==> src/rtl/uart_pkg.sv <==
// uart_pkg: definitions shared by the UART receiver and transmitter.
//   DEFAULT_CLKS_PER_BIT : 50 MHz / 115200 baud
//   UART_IDLE_LEVEL      : line level when no frame is in flight
//   uart_rx_state_t      : receiver FSM states (RX_PARITY is used only when
//                          UART_RX_PARITY_EN is defined)
package uart_pkg;

   localparam int unsigned DEFAULT_CLKS_PER_BIT = 434;
   localparam logic        UART_IDLE_LEVEL      = 1'b1;
   localparam int unsigned UART_BYTE_W          = 8;

   typedef enum logic [2:0] {
      RX_IDLE,
      RX_START,
      RX_DATA,
      RX_PARITY,
      RX_STOP,
      RX_WAIT_IDLE
   } uart_rx_state_t;

endpackage

==> src/rtl/uart_sync2.sv <==
// uart_sync2: two-flop synchronizer for a single asynchronous input.
// Ports:
//   clk   : destination clock
//   rst_n : asynchronous active-low reset; both flops load RESET_VAL
//   d     : asynchronous input
//   q     : synchronized output, two clk cycles behind d
module uart_sync2
   import uart_pkg::*;
#(
   parameter logic RESET_VAL = UART_IDLE_LEVEL
) (
   input  logic clk,
   input  logic rst_n,
   input  logic d,
   output logic q
);

   logic meta_q;

   always_ff @(posedge clk or negedge rst_n) begin
      if (!rst_n) begin
         meta_q <= RESET_VAL;
         q      <= RESET_VAL;
      end else begin
         meta_q <= d;
         q      <= meta_q;
      end
   end

endmodule

==> src/rtl/uart_rx.sv <==
// uart_rx: 8N1 UART receiver (8E1 when UART_RX_PARITY_EN is defined) with a
// one-entry valid/ready holding register.
// Ports:
//   clk           : system clock
//   reset_n       : asynchronous active-low reset
//   uart_rxd      : asynchronous serial line, idle high
//   rx_data       : received byte, zero-extended above DATA_BITS
//   rx_valid      : holding register full
//   rx_ready      : consumer accepts (transfer on rx_valid & rx_ready)
//   rx_busy       : frame in progress (start detected, not yet back in IDLE)
//   rx_frame_err  : one-cycle pulse, stop bit sampled low
//   rx_overrun    : one-cycle pulse, byte dropped because holding was full
//   rx_parity_err : one-cycle pulse on parity mismatch (0 without UART_RX_PARITY_EN)
module uart_rx
   import uart_pkg::*;
#(
   parameter int unsigned CLKS_PER_BIT = DEFAULT_CLKS_PER_BIT,
   parameter int unsigned DATA_BITS    = 8
) (
   input  logic                   clk,
   input  logic                   reset_n,
   input  logic                   uart_rxd,
   output logic [UART_BYTE_W-1:0] rx_data,
   output logic                   rx_valid,
   input  logic                   rx_ready,
   output logic                   rx_busy,
   output logic                   rx_frame_err,
   output logic                   rx_overrun,
   output logic                   rx_parity_err
);

   localparam int unsigned CW = 16;
   localparam int unsigned IW = 3;
   localparam int unsigned BW = UART_BYTE_W;

   localparam logic [CW-1:0] HALF_RELOAD = CW'(CLKS_PER_BIT / 2 - 1);
   localparam logic [CW-1:0] BIT_RELOAD  = CW'(CLKS_PER_BIT - 1);
   localparam logic [IW-1:0] LAST_IDX    = IW'(DATA_BITS - 1);

   logic           rxs;
   uart_rx_state_t state_q, state_d;
   logic [CW-1:0]  cnt_q, cnt_d;
   logic [IW-1:0]  idx_q, idx_d;
   logic [BW-1:0]  shift_q, shift_d;
   logic [BW-1:0]  data_q, data_d;
   logic           valid_q, valid_d;
   logic           busy_q;
   logic           ferr_q, ferr_d;
   logic           ovr_q, ovr_d;
   logic           byte_done;
`ifdef UART_RX_PARITY_EN
   logic           par_q, par_d;
   logic           perr_q, perr_d;
`endif

   uart_sync2 #(.RESET_VAL(UART_IDLE_LEVEL)) u_sync (
      .clk   (clk),
      .rst_n (reset_n),
      .d     (uart_rxd),
      .q     (rxs)
   );

   // State and datapath registers
   always_ff @(posedge clk or negedge reset_n) begin
      if (!reset_n) begin
         state_q <= RX_IDLE;
         cnt_q   <= '0;
         idx_q   <= '0;
         shift_q <= '0;
         data_q  <= '0;
         valid_q <= 1'b0;
         busy_q  <= 1'b0;
         ferr_q  <= 1'b0;
         ovr_q   <= 1'b0;
`ifdef UART_RX_PARITY_EN
         par_q   <= 1'b0;
         perr_q  <= 1'b0;
`endif
      end else begin
         state_q <= state_d;
         cnt_q   <= cnt_d;
         idx_q   <= idx_d;
         shift_q <= shift_d;
         data_q  <= data_d;
         valid_q <= valid_d;
         busy_q  <= (state_d != RX_IDLE);
         ferr_q  <= ferr_d;
         ovr_q   <= ovr_d;
`ifdef UART_RX_PARITY_EN
         par_q   <= par_d;
         perr_q  <= perr_d;
`endif
      end
   end

   // Next-state, bit sampling and holding-register control
   always_comb begin
      state_d   = state_q;
      cnt_d     = cnt_q;
      idx_d     = idx_q;
      shift_d   = shift_q;
      data_d    = data_q;
      valid_d   = valid_q & ~rx_ready;
      ferr_d    = 1'b0;
      ovr_d     = 1'b0;
      byte_done = 1'b0;
`ifdef UART_RX_PARITY_EN
      par_d     = par_q;
      perr_d    = 1'b0;
`endif

      case (state_q)
         RX_IDLE: begin
            if (!rxs) begin
               state_d = RX_START;
               cnt_d   = HALF_RELOAD;
            end
         end
         RX_START: begin
            if (cnt_q != '0) begin
               cnt_d = cnt_q - 1'b1;
            end else if (rxs) begin
               state_d = RX_IDLE;   // glitch shorter than half a bit
            end else begin
               state_d = RX_DATA;
               idx_d   = '0;
               cnt_d   = BIT_RELOAD;
               shift_d = '0;
            end
         end
         RX_DATA: begin
            if (cnt_q != '0) begin
               cnt_d = cnt_q - 1'b1;
            end else begin
               shift_d[idx_q] = rxs;
               cnt_d          = BIT_RELOAD;
               if (idx_q == LAST_IDX) begin
`ifdef UART_RX_PARITY_EN
                  state_d = RX_PARITY;
`else
                  state_d = RX_STOP;
`endif
               end else begin
                  idx_d = idx_q + 1'b1;
               end
            end
         end
`ifdef UART_RX_PARITY_EN
         RX_PARITY: begin
            if (cnt_q != '0) begin
               cnt_d = cnt_q - 1'b1;
            end else begin
               par_d   = rxs;
               cnt_d   = BIT_RELOAD;
               state_d = RX_STOP;
            end
         end
`endif
         RX_STOP: begin
            if (cnt_q != '0) begin
               cnt_d = cnt_q - 1'b1;
            end else begin
`ifdef UART_RX_PARITY_EN
               perr_d = (^shift_q) ^ par_q;   // even parity over data + parity bit
`endif
               if (!rxs) begin
                  ferr_d  = 1'b1;
                  state_d = RX_WAIT_IDLE;
               end else begin
                  state_d = RX_IDLE;
`ifdef UART_RX_PARITY_EN
                  byte_done = ~perr_d;
`else
                  byte_done = 1'b1;
`endif
               end
            end
         end
         RX_WAIT_IDLE: begin
            if (rxs) state_d = RX_IDLE;   // ride out a break before re-arming
         end
         default: state_d = RX_IDLE;
      endcase

      // Load when empty or being drained this cycle; otherwise drop the byte
      if (byte_done) begin
         if (!valid_q || rx_ready) begin
            data_d  = shift_q;
            valid_d = 1'b1;
         end else begin
            ovr_d = 1'b1;
         end
      end
   end

   assign rx_data      = data_q;
   assign rx_valid     = valid_q;
   assign rx_busy      = busy_q;
   assign rx_frame_err = ferr_q;
   assign rx_overrun   = ovr_q;
`ifdef UART_RX_PARITY_EN
   assign rx_parity_err = perr_q;
`else
   assign rx_parity_err = 1'b0;
`endif

endmodule

==> config.mk <==
export PLATFORM = sky130hd
export DESIGN_NAME = uart_rx
export DESIGN_NICKNAME = d
export VERILOG_FILES = /design/src/rtl/uart_pkg.sv /design/src/rtl/uart_sync2.sv /design/src/rtl/uart_rx.sv
export SDC_FILE = /design/constraint.sdc
export NUM_CORES = 1
export LEC_CHECK = 0
export CAP_MARGIN = 5
export CORE_ASPECT_RATIO = 0.7
export CORE_UTILIZATION = 45
export CTS_CLUSTER_DIAMETER = 80
export DETAILED_ROUTE_END_ITERATION = 10
export PLACE_DENSITY = 0.69
export SLEW_MARGIN = 5
export SYNTH_ARGS = -nofsm -noshare
export SYNTH_HDL_FRONTEND = slang
export SYNTH_SLANG_ARGS = --single-unit
export TNS_END_PERCENT = 5
==> constraint.sdc <==
create_clock -name clk -period 6.4 [get_ports clk]
set_input_delay 0.64 -clock clk [delete_from_list [all_inputs] [get_ports clk]]
set_output_delay 0.64 -clock clk [all_outputs]
set_load 0.005 [all_outputs]
==> summary.txt <==
Via density: 6.077
Count leader, synth: dfrtp_1
Initial DRC Count: 167
Cell count after synthesis: 245
Post-synth EDFFs: 0
Nets: 258
First-pass DRT Iterations: 4
Worst Hold Class: reg2reg
Critical-path top delay cell: nor4_4
Clock power share: 44.3%
HP Start: u_sync.meta_q
IO Port Bufs: 15
Area Overhead vs Synth: 10.92%
DIE HEIGHT: 63.89 um
YS warnings: 0
Critical path class: reg2reg
Area of the multi-input gates: 1247 sq um
# Post-CTS Setup Buffers: 0
Initial antenna violation count: 0
Max-slew headroom: 21.27%
Synth top area share: 42.68%
Routed vias: 1,963
Die area: 5777 sq um
Slew Viols, Final: 0
Critical-path cell list: or4_4 > or4_1 > nor4_4 > nor2_4 > mux2_4
Synth Cell Area: 2462 sq um
List of most frequent post-synthesis cells: dfrtp_1, o21ai_0, nand2_1, nor2_1, or4_1
Gr ovfl total: 0
WP buf/inv: 0
LEAKAGE: 0.001139 uW
Logic pwr share: 1.6%
Ys flop type: dfrtp_1
Post-DR wirelength/cell: 16.46 um
Final Critical Period: 3.097 ns
Clock Tree Buf Depth: 2
Async set-reset flop share out of synthesis: 100.0%
Post-DP HPWL: 3846 um
Max_cap viols: 0
Clk pin slew, worst setup/hold paths: 0.08 ns
Core area: 5258 sq um
Worst Clk Skew: 0.004254 ns
CTS root buffer: clkbuf_8
Drt total wl: 5316 um
RSZ-0062 raised after global routing: false
Peak supply drop: 0.1226 mV
Residual DRC: 0
Reg area: 1104 sq um
I/O pins: 17
Starting Density: 46.83%
CP startpoint: cnt_q[8]
Sw frac: 19.26%
Layout Cells excl Fill: 323
Setup_tns: 0 ns
Syn avg cell area: 10.05 sq um
Ant diodes: 0
Status: completed
Register bit total from synthesis: 44
Vias in the first global route: 1,742
Crit path max-delay family: simple AND/OR/NAND/NOR gates
Required time worst endpoint: 6.59 ns
Fmax: 322.9 MHz
Worst-Skew Late Latency: 0.30 ns
Post-synth top area cell: dfrtp_1
CP arrival: 3.28 ns
CTS tree: yes
Crit share post-route: 48.39%
Unique masters post-synth: 59
CP startpoint kind: flop
Cells after DPL: 315
Filler cells: 477
Hold violation total from the final report: 0
Die span in x: 90.42 um
Hold_buf cts: 0
Htree depth: 2
Worst Path Max Fanout: 23
Rows: 22
FF-to-FF Start: cnt_q[8]
Sequential power share: 54.0%
Pin count of the biggest net entering global routing: 45
# setup viols final: 0
Pwr dens: 189.8 nW/um^2
Slew @ Worst Pin: 1.172 ns
Max stage delay on crit path: 1.00 ns
Clock sinks: 44
Internal: 418.6 uW
Post-DRT Antenna Nets: 0
Global-route wire length before repair: 9025 um
Net Count, Synth: 253
Crit. End Element: flop
TritonCTS buffer count: 5
P_sw: 99.84 uW
Total track usage: 20.11%
Seq/Total Area, Yosys: 44.82%
Post-cts repair resize count: 0
Synth area leaders: dfrtp_1, o21ai_0, a22oi_2
Layout cell share with drive strength beyond 1: 12.35%
Placer Congestion: 0.8400
power groups by stage:
stage,clock [uW],sequential (uW),combinational [uW]
6_report,230,280,8.55
5_1_grt,249,280,10.1
4_1_cts,236,280,8.90
3_5_place_dp,0,285,8.84
3_3_place_gp,0,285,8.79
2_1_floorplan,0,285,2.74
layout make-up:
cell class	count	share of cell area (%)
clock buffer	7	3.527
clock inverter	1	1.099
inverter	5	0.6871
multi-input combinational	179	45.67
sequential	44	40.40
tap	72	3.298
timing repair buffer	15	5.314
kinds of logic (layout without fill, tap and decap cells):
family / after synthesis / in the layout / share of synthesized area (%)
simple gates: 91 / 91 / 22.15
compound gates: 71 / 71 / 20.88
flops: 44 / 44 / 44.82
buf+inv: 22 / 28 / 4.522
mux: 10 / 10 / 4.675
fa+ha+maj: 5 / 5 / 2.439
other cells: 1 / 1 / 0.1523
xor+xnor: 1 / 1 / 0.3558
flip-flops by register name (all words and copies together), names as in the netlist, 3 cells and up:
register / flops
cnt_q: 16
idx_q: 3
rx_data: 8
shift_q: 8
state_q: 3
stage by stage:
| step | util (%) | worst slack [ns] | hold WS (ns) | total power [uW] | instance area, sq um |
|---|---|---|---|---|---|
| after detailed placement | 49.55 | 3.336 | 0.3515 | 294.3 | 2605 |
| after floorplan | - | 3.946 | 0.3444 | 287.3 | 2462 |
| final | 51.95 | 3.303 | 0.3596 | 518.4 | 2731 |
| after CTS | 51.95 | 3.332 | 0.3648 | 524.6 | 2731 |
| after global routing | 51.95 | 3.148 | 0.3613 | 538.9 | 2731 |
| after global placement | 49.55 | 3.438 | 0.3465 | 294.2 | 2605 |
worst paths after layout:
kind / to / slack [ns] / cells past startpoint
setup / recovery: cnt_q[0] / 3.30 / 5
setup reg to reg: cnt_q[0] / 3.30 / 5
hold / removal: u_sync.q / 0.36 / 0
max in group asynchronous: cnt_q[11] / 5.31 / 1
hold reg to reg: u_sync.q / 0.36 / 0
min in group asynchronous: rx_data[3] / 0.49 / 1
worst register-to-register path, cell delays in order, from the launching register on:
cell and delay, ns:
dfrtp_1 0.42, or4_4 0.57, or4_1 0.58, nor4_4 1.01, nor2_4 0.08, mux2_4 0.33
layer usage:
layer	share of wire [%]	track usage, %
met1	56	34.02
met3	4.6	3.571
met4	1.0	5.444
met2	38	25.00
met5	0	0
layout by cell type (no fill, tap or decap), types with 4 or more instances in the layout:
master,instances
a21oi_1,5
a22oi_2,7
a31oi_1,4
clkbuf_8,7
clkdlybuf4s50_1,14
dfrtp_1,42
ha_1,4
inv_1,5
mux2_1,7
nand2_1,16
nand2b_1,4
nand3_1,4
nand4_1,4
nor2_1,16
nor3_1,5
nor4_1,4
o211ai_1,4
o21ai_0,21
o31ai_1,9
or3_1,8
or4_1,10
(Power assumes the default switching activity.)
